[src/rtl/gen_scheduler.sv]
// Generation scheduler: turns the 1 ms tick into one-cycle step_start requests,
// with run/pause, single step, selectable period, overrun flag and generation count.
module gen_scheduler #(
  parameter int BASE_MS = 25,
  parameter int MS_W    = 12,
  parameter int GEN_W   = 16
) (
  input  logic             clk,
  input  logic             rst_n,
  input  logic             tick_1ms,
  input  logic             btn_run,
  input  logic             btn_step,
  input  logic [2:0]       speed,
  input  logic             step_done,
  output logic             step_start,
  output logic             running,
  output logic             overrun,
  output logic [GEN_W-1:0] gen_count
);
  typedef enum logic [1:0] {PAUSED, WAIT, FIRE, BUSY} state_t;

  state_t           state, state_n;
  logic [MS_W-1:0]  ms_cnt, ms_n, period;
  logic [MS_W:0]    ms_inc;
  logic             running_n, overrun_n;
  logic [GEN_W-1:0] gen_n;

  assign period = MS_W'(BASE_MS) << speed;
  // One extra bit so the +1 never wraps before the period compare
  assign ms_inc = {1'b0, ms_cnt} + (MS_W+1)'(1);

  always_comb begin
    state_n   = state;
    ms_n      = ms_cnt;
    running_n = running;
    overrun_n = overrun;
    gen_n     = gen_count;
    case (state)
      PAUSED: begin
        if (btn_run) begin
          running_n = 1'b1;
          ms_n      = '0;
          overrun_n = 1'b0;
          state_n   = WAIT;
        end else if (btn_step) begin
          state_n = FIRE;
        end
      end
      WAIT: begin
        if (btn_run) begin
          running_n = 1'b0;
          state_n   = PAUSED;
        end else if (tick_1ms) begin
          if (ms_inc >= {1'b0, period}) begin
            ms_n    = '0;
            state_n = FIRE;
          end else begin
            ms_n = ms_inc[MS_W-1:0];
          end
        end
      end
      FIRE: state_n = BUSY;
      BUSY: begin
        if (btn_run) running_n = 1'b0;
        // Pause lands before the tick and done handling of the same cycle
        if (running_n && tick_1ms) begin
          if (ms_inc >= {1'b0, period}) begin
            ms_n      = period;
            overrun_n = 1'b1;
          end else begin
            ms_n = ms_inc[MS_W-1:0];
          end
        end
        if (step_done) begin
          gen_n = gen_count + GEN_W'(1);
          if (!running_n) begin
            state_n = PAUSED;
          end else if (ms_n >= period) begin
            ms_n    = '0;
            state_n = FIRE;
          end else begin
            state_n = WAIT;
          end
        end
      end
      default: state_n = PAUSED;
    endcase
  end

  always_ff @(posedge clk) begin
    if (!rst_n) begin
      state      <= PAUSED;
      ms_cnt     <= '0;
      running    <= 1'b0;
      overrun    <= 1'b0;
      gen_count  <= '0;
      step_start <= 1'b0;
    end else begin
      state      <= state_n;
      ms_cnt     <= ms_n;
      running    <= running_n;
      overrun    <= overrun_n;
      gen_count  <= gen_n;
      step_start <= (state_n == FIRE);
    end
  end
endmodule

[config.mk]
export PLATFORM = sky130hd
export DESIGN_NAME = gen_scheduler
export DESIGN_NICKNAME = d
export VERILOG_FILES = /design/src/rtl/gen_scheduler.sv
export SDC_FILE = /design/constraint.sdc
export NUM_CORES = 1
export LEC_CHECK = 0
export ABC_AREA = 1
export CORE_ASPECT_RATIO = 0.75
export CORE_UTILIZATION = 53
export DETAILED_ROUTE_END_ITERATION = 7
export PLACE_DENSITY = 0.78
export REMOVE_ABC_BUFFERS = 1
export SLEW_MARGIN = 20
export SYNTH_ARGS = -nofsm -noshare
export SYNTH_HDL_FRONTEND = slang
export SYNTH_SLANG_ARGS = --single-unit
[constraint.sdc]
create_clock -name clk -period 4.3 [get_ports clk]
set_clock_uncertainty 0.2 [all_clocks]
set_input_delay 0.86 -clock clk [delete_from_list [all_inputs] [get_ports clk]]
set_output_delay 0.86 -clock clk [all_outputs]
set_load 0.01 [all_outputs]
==> out/metrics.cfg, run 1 <==
[clock_network]
clockBufferDepth=2
numCtsBuffers=5
h-tree-depth=2
cts_num_sinks=33
clk_latency_ns=0.29
path_clk_slew_ns=0.07
holdBufCountCts=0
cts_tree=built
cts_root_buffer=clkbuf_8

[finish]
postLayoutCellArea_um2=4430
drive_gt1_frac=0.365
final_common_cell=nand2_1
fin_util=0.869
area_growth_pct=52.2
layout_common_cells=nand2_1 (78), inv_1 (71), buf_4 (68)
antenna_cells=0
nNetsFinal=599

[floorplanning]
die_y_um=66.2
start_util=0.571
core_area_um2=5090
row_count=22
ios=28
die_area_um2=5790
dieWidth_um=87.5

[timing]
rsz0062_at_grt=yes
fin_crit_ns=4.71
final-hold-violation-count=0
worst_pin_slew_ns=0.528
slew_violations=0
slew-limit-headroom=0.648
setup_viol=15
fin_ws_ns=-0.413
timing.fmax_ghz=0.212
fin_crit_sh=1.10

[synthesis]
synthCells=462
synthesis.area_um2=2910
syn_area_per_cell_um2=6.30
synth_top_area_frac=0.227
netlist-cell-type-count=36
ys_seq_elements=33
yosys-top-cells-area=dfxtp_1 (23%), ha_1 (13%), nand2_1 (13%), inv_1 (11%), a21oi_1 (6.2%)
synth_largest_area_cell=dfxtp_1
ys_seq_area_frac=0.227
ys.warnings.count=0

[grt]
grt_usage=0.323
grt_pass1_vias=3166
antenna_found_initial=0
grt_max_degree=22
grt_pass1_wl_um=14500
grt-ovfl-total=0

[route]
drc=5
wl_per_cell_um=19.2
wirelength_um=12200
vias=3952
drt_iter0_drc=537
ant_nets=0
via_per_inst=6.24
drt_first_pass_iters=8

[worst_hold_path]
hold_depth=2
whs_endpoint=gen_count[15]$_SDFFE_PN0P_
min_from=gen_count[15]$_SDFFE_PN0P_
hp-class=flip-flop to flip-flop

[critical_path]
regToRegStartpoint=ms_cnt[0]$_SDFFE_PN0P_
r2r-end=ms_cnt[1]$_SDFFE_PN0P_
cpMostUsedCell=nand2_1
critPathLaunchType=flip-flop
ff2ff_path_depth=31
crit_arrival_ns=4.72
crit_type=flip-flop to flip-flop
worstPathRequired_ns=4.31
crit_slowest_cell=dfxtp_4
cp-end-kind=flip-flop
max_stage_delay_ns=0.38
cp_max_fo=7
r2r_slack_ns=-0.41

[run_status]
status=finished with violations
violations=design-rule violations, negative setup slack

[power_and_ir_drop]
power.density_nw_per_um2=291
ir_drop_uv=283
leakage_nw=2.02

[placed_design]
gp_congestion=0.924
dp_hpwl_um=6180
io_buffers=27
placed_area_um2=3610
pre_cts_ws_ns=-0.838

[flow_run]
cap_violations=0

==> power breakdown <==
part	switching [mW]	total (mW)	internal [mW]
registers	0.0207	0.345	0.325
logic	0.432	0.712	0.280
clock network	0.119	0.231	0.112
total	0.572	1.29	0.717
==> metrics by stage <==
stage | instances | hold WS, ns | TNS, ns | power [mW]
finish | 633 | 0.282 | -5.04 | 1.29
global route | 633 | 0.303 | -6.53 | 1.34
CTS | 623 | 0.279 | 0 | 1.08
detailed placement | 603 | 0.268 | -10.94 | 0.791
global placement | 603 | 0.252 | -9.02 | 0.779
floorplan | 451 | 0.271 | -0.0451 | 0.621
==> routing by layer <==
metal	up-vias	routed length [µm]	track usage
met5	-	0	0
li1	1676	-	-
met2	357	5430	0.535
met4	0	871	0.0717
met3	118	1410	0.0724
met1	1801	4480	0.427
==> cell type report <==
type	count	area, µm²
multi-input cells	329	2380
repair buffers	100	832
flip-flops and latches	33	669
fillers	240	666
inverters	90	363
well taps	72	90.1
clock buffers	6	72.6
clock inverters	2	10.0
repair inverters	1	8.76
==> state kept, by name, summed over array words and instances, names as in the netlist <==
signal      count
ms_cnt         12
step_start      1
running         1
overrun         1
state           2
gen_count      16
==> synthesized netlist by cell type <==
library cell   n
nand2_1       98
inv_1         83
nor2_1        44
a21oi_1       36
dfxtp_1       33
nand3_1       31
ha_1          30
o21ai_0       23
xor2_1        10
clkbuf_1       9
nor3_1         7
o21ai_1        7
nand4_1        6
inv_2          5
nand2_2        4
o21a_1         4
a21oi_2        3
and3_1         3
nand3_2        3
o211ai_1       3
nor2_2         2
o21bai_1       2
o31ai_1        2
or2_2          2
a211oi_1       1
a21o_1         1
and2_1         1
buf_6          1
buf_8          1
clkinv_1       1
clkinv_4       1
nand2_4        1
nand3_4        1
nor2_4         1
nor3_2         1
o211ai_2       1
==> critical path, delay by kind of cell, from the launching register on <==
family                     cells  cell delay (ns)
and+or+nand+nor               20             2.07
adders and majority gates      3             0.75
AOI/OAI and AO/OA              3             0.52
buffers and inverters          4             0.44
DFF                            1             0.38
xor gates and xnor gates       1             0.24
==> kinds of logic (layout without fill, tap and decap cells) <==
| group | count (synthesis) | count (layout) | share of synthesized area |
|---|---|---|---|
| xor gates and xnor gates | 10 | 10 | 0.0301 |
| adders and majority gates | 30 | 30 | 0.129 |
| AOI/OAI and AO/OA | 83 | 83 | 0.160 |
| and+or+nand+nor | 205 | 206 | 0.315 |
| DFF | 33 | 33 | 0.227 |
| buffers and inverters | 101 | 199 | 0.138 |
==> worst max path at each step <==
stage / start / endpoint / slack [ns] / depth (start not counted)
2_1_floorplan: speed[0] / ms_cnt[1]$_SDFFE_PN0P_ / -0.05 / 30
3_3_place_gp: speed[1] / ms_cnt[1]$_SDFFE_PN0P_ / -0.70 / 30
3_5_place_dp: speed[1] / ms_cnt[1]$_SDFFE_PN0P_ / -0.84 / 32
4_1_cts: speed[0] / ms_cnt[1]$_SDFFE_PN0P_ / 0.009 / 28
5_1_grt: ms_cnt[0]$_SDFFE_PN0P_ / ms_cnt[1]$_SDFFE_PN0P_ / -0.52 / 31
6_report: ms_cnt[0]$_SDFFE_PN0P_ / ms_cnt[1]$_SDFFE_PN0P_ / -0.41 / 31
==> what timing repair did <==
item	4_1_cts	5_1_grt
cloned	2	0
gates resized for setup	41	102
setup buffers	10	10
pin swaps	13	48
endpoints found under the setup margin	15	15
No activity file was read; power rests on OpenSTA's default activity.
==> run 2, diff against run 1 <==
--- a/config.mk
+++ b/config.mk
@@ -10,6 +10,7 @@
 export CORE_UTILIZATION = 53
 export DETAILED_ROUTE_END_ITERATION = 7
 export PLACE_DENSITY = 0.78
+export RECOVER_POWER = 50
 export REMOVE_ABC_BUFFERS = 1
 export SLEW_MARGIN = 20
 export SYNTH_ARGS = -nofsm -noshare
==> out/metrics.cfg, run 2 (synthesized netlist as in run 1, its figures left out) <==
[route]
via_per_inst=6.32  ; +1.2%
wl_per_cell_um=19.3  ; +0.16%
drt_first_pass_iters=8  ; unchanged
drc=0  ; -5
ant_nets=0  ; unchanged
vias=4001  ; +1.2%
wirelength_um=12200  ; +0.16%
drt_iter0_drc=525  ; -2.2%

[finish]
n_fill_cell=242  ; +0.83%
reg_top3=gen_count: 16 flops, ms_cnt: 12 flops, state: 2 flops
drive_gt1_frac=0.364  ; -0.00178
layout_common_cells=nand2_1 (78), inv_1 (71), buf_4 (67)
nNetsFinal=599  ; unchanged
largest_reg_flops=16  ; unchanged
largest_register=gen_count
area_growth_pct=52.0  ; about the same
antenna_cells=0  ; unchanged
instances_no_fill=633  ; unchanged
final_common_cell=nand2_1

[grt]
grt_usage=0.323  ; unchanged
grt_max_degree=22  ; unchanged
grt_pass1_wl_um=14500  ; unchanged
antenna_found_initial=0  ; unchanged
grt_pass1_vias=3166  ; unchanged
grt-ovfl-total=0  ; unchanged

[critical_path]
max_stage_delay_ns=0.38  ; about the same
cpMostUsedCell=nand2_2
crit_arrival_ns=4.69  ; -0.03 ns
cp_max_fo=7  ; unchanged
worstPathRequired_ns=4.26  ; -0.05 ns
crit_type=flip-flop to flip-flop
critPathLaunchType=flip-flop
cp-end-kind=flip-flop
r2r_slack_ns=-0.43  ; -0.02 ns
regToRegStartpoint=ms_cnt[0]$_SDFFE_PN0P_
r2r-end=ms_cnt[1]$_SDFFE_PN0P_
ff2ff_path_depth=31  ; unchanged
crit_slowest_cell=dfxtp_4

[floorplanning]
die_y_um=66.2  ; unchanged
core_area_um2=5090  ; unchanged
die_area_um2=5790  ; unchanged
ios=28  ; unchanged
start_util=0.571  ; unchanged
row_count=22  ; unchanged
dieWidth_um=87.5  ; unchanged

[clock_network]
clockBufferDepth=2  ; unchanged
path_clk_slew_ns=0.07  ; about the same
clk_latency_ns=0.29  ; about the same
numCtsBuffers=5  ; unchanged
cts_root_buffer=clkbuf_8
cts_tree=built
h-tree-depth=2  ; unchanged
cts_num_sinks=33  ; unchanged

[power_and_ir_drop]
leakage_nw=2.05  ; +1.3%
ir_drop_uv=284  ; +0.43%
power.density_nw_per_um2=292  ; +0.34%

[worst_hold_path]
hp-class=flip-flop to flip-flop
min_from=gen_count[15]$_SDFFE_PN0P_
whs_endpoint=gen_count[15]$_SDFFE_PN0P_
hold_depth=2  ; unchanged

[timing]
fin_ws_ns=-0.432  ; -0.0193 ns
timing.fmax_ghz=0.211  ; -0.41%
fin_crit_sh=1.10  ; +0.00448
slew_violations=0  ; unchanged
worst_pin_slew_ns=0.977  ; +0.449 ns
final-hold-violation-count=0  ; unchanged
slew-limit-headroom=0.349  ; -0.299
setup_viol=15  ; unchanged
fin_crit_ns=4.73  ; +0.0193 ns
rsz0062_at_grt=yes

[placed_design]
pre_cts_ws_ns=-0.838  ; unchanged
dp_hpwl_um=6180  ; unchanged
gp_congestion=0.924  ; unchanged
io_buffers=27  ; unchanged
dp_cells=603  ; unchanged

[run_status]
status=finished with violations
violations=negative setup slack

[flow_run]
cap_violations=0  ; unchanged

## run 2: worst max-delay path by stage
stage / from / to / slack (ns) / cells past startpoint
2_1_floorplan: speed[0] / ms_cnt[1]$_SDFFE_PN0P_ / -0.05 / 30
3_3_place_gp: speed[1] / ms_cnt[1]$_SDFFE_PN0P_ / -0.70 / 30
3_5_place_dp: speed[1] / ms_cnt[1]$_SDFFE_PN0P_ / -0.84 / 32
4_1_cts: speed[0] / ms_cnt[1]$_SDFFE_PN0P_ / 0.009 / 28
5_1_grt: ms_cnt[0]$_SDFFE_PN0P_ / ms_cnt[1]$_SDFFE_PN0P_ / -0.52 / 31
6_report: ms_cnt[0]$_SDFFE_PN0P_ / ms_cnt[1]$_SDFFE_PN0P_ / -0.43 / 31
## run 2: cell type report
cell class                      instances  area [µm²]  share of cell area
Multi-Input combinational cell        329        2380               0.538
Timing Repair Buffer                  100         828               0.187
Sequential cell                        33         669               0.151
Inverter                               90         363              0.0820
Tap cell                               72        90.1              0.0204
Clock buffer                            6        72.6              0.0164
Clock inverter                          2        10.0             0.00226
Timing Repair inverter                  1        8.76             0.00198
## run 2: repair_timing
item | CTS | global route
buffers inserted | 10 | 10
pin swaps | 13 | 48
hold buffers | 0 | 0
setup endpoints to repair | 15 | 15
endpoints found under the hold margin | 0 | 0
cloned | 2 | 0
gates resized for setup | 41 | 102
## run 2: worst max-delay path: cells and delay by family, from the launching register on
family	cells	cell delay, ns
compound gates	2	0.25
buf+inv	3	0.30
fa+ha+maj	2	0.57
simple gates	24	2.86
flops	1	0.38
## run 2: power breakdown
group | internal (mW) | total, mW | leakage (nW) | switching, mW
clock network | 0.112 | 0.236 | 0.0450 | 0.124
logic | 0.279 | 0.711 | 1.74 | 0.432
registers | 0.325 | 0.345 | 0.270 | 0.0206
## run 2: per-layer routing
layer / global-route usage / vias up / share of wire
met5: 0 / - / 0
li1: - / 1675 / -
met3: 0.0724 / 130 / 0.12
met4: 0.0717 / 0 / 0.077
met2: 0.535 / 389 / 0.44
met1: 0.427 / 1807 / 0.37
## run 2: stage by stage
step	hold WS, ns	cell area, µm²	total power, mW	setup TNS (ns)	utilization
after floorplan	0.271	2850	0.621	-0.0451	-
after global placement	0.252	3610	0.779	-9.02	0.708
after detailed placement	0.268	3610	0.791	-10.94	0.708
after CTS	0.279	3940	1.08	0	0.774
after global routing	0.300	4420	1.34	-6.59	0.869
final	0.281	4420	1.29	-5.46	0.869
==> run 3, diff against run 2 <==
--- a/config.mk
+++ b/config.mk
@@ -9,6 +9,7 @@
 export CORE_ASPECT_RATIO = 0.75
 export CORE_UTILIZATION = 53
 export DETAILED_ROUTE_END_ITERATION = 7
+export GPL_TIMING_DRIVEN = 1
 export PLACE_DENSITY = 0.78
 export RECOVER_POWER = 50
 export REMOVE_ABC_BUFFERS = 1
==> results of run 3 <==
No change in the layout: final DEF, timing and power equal those of run 2.
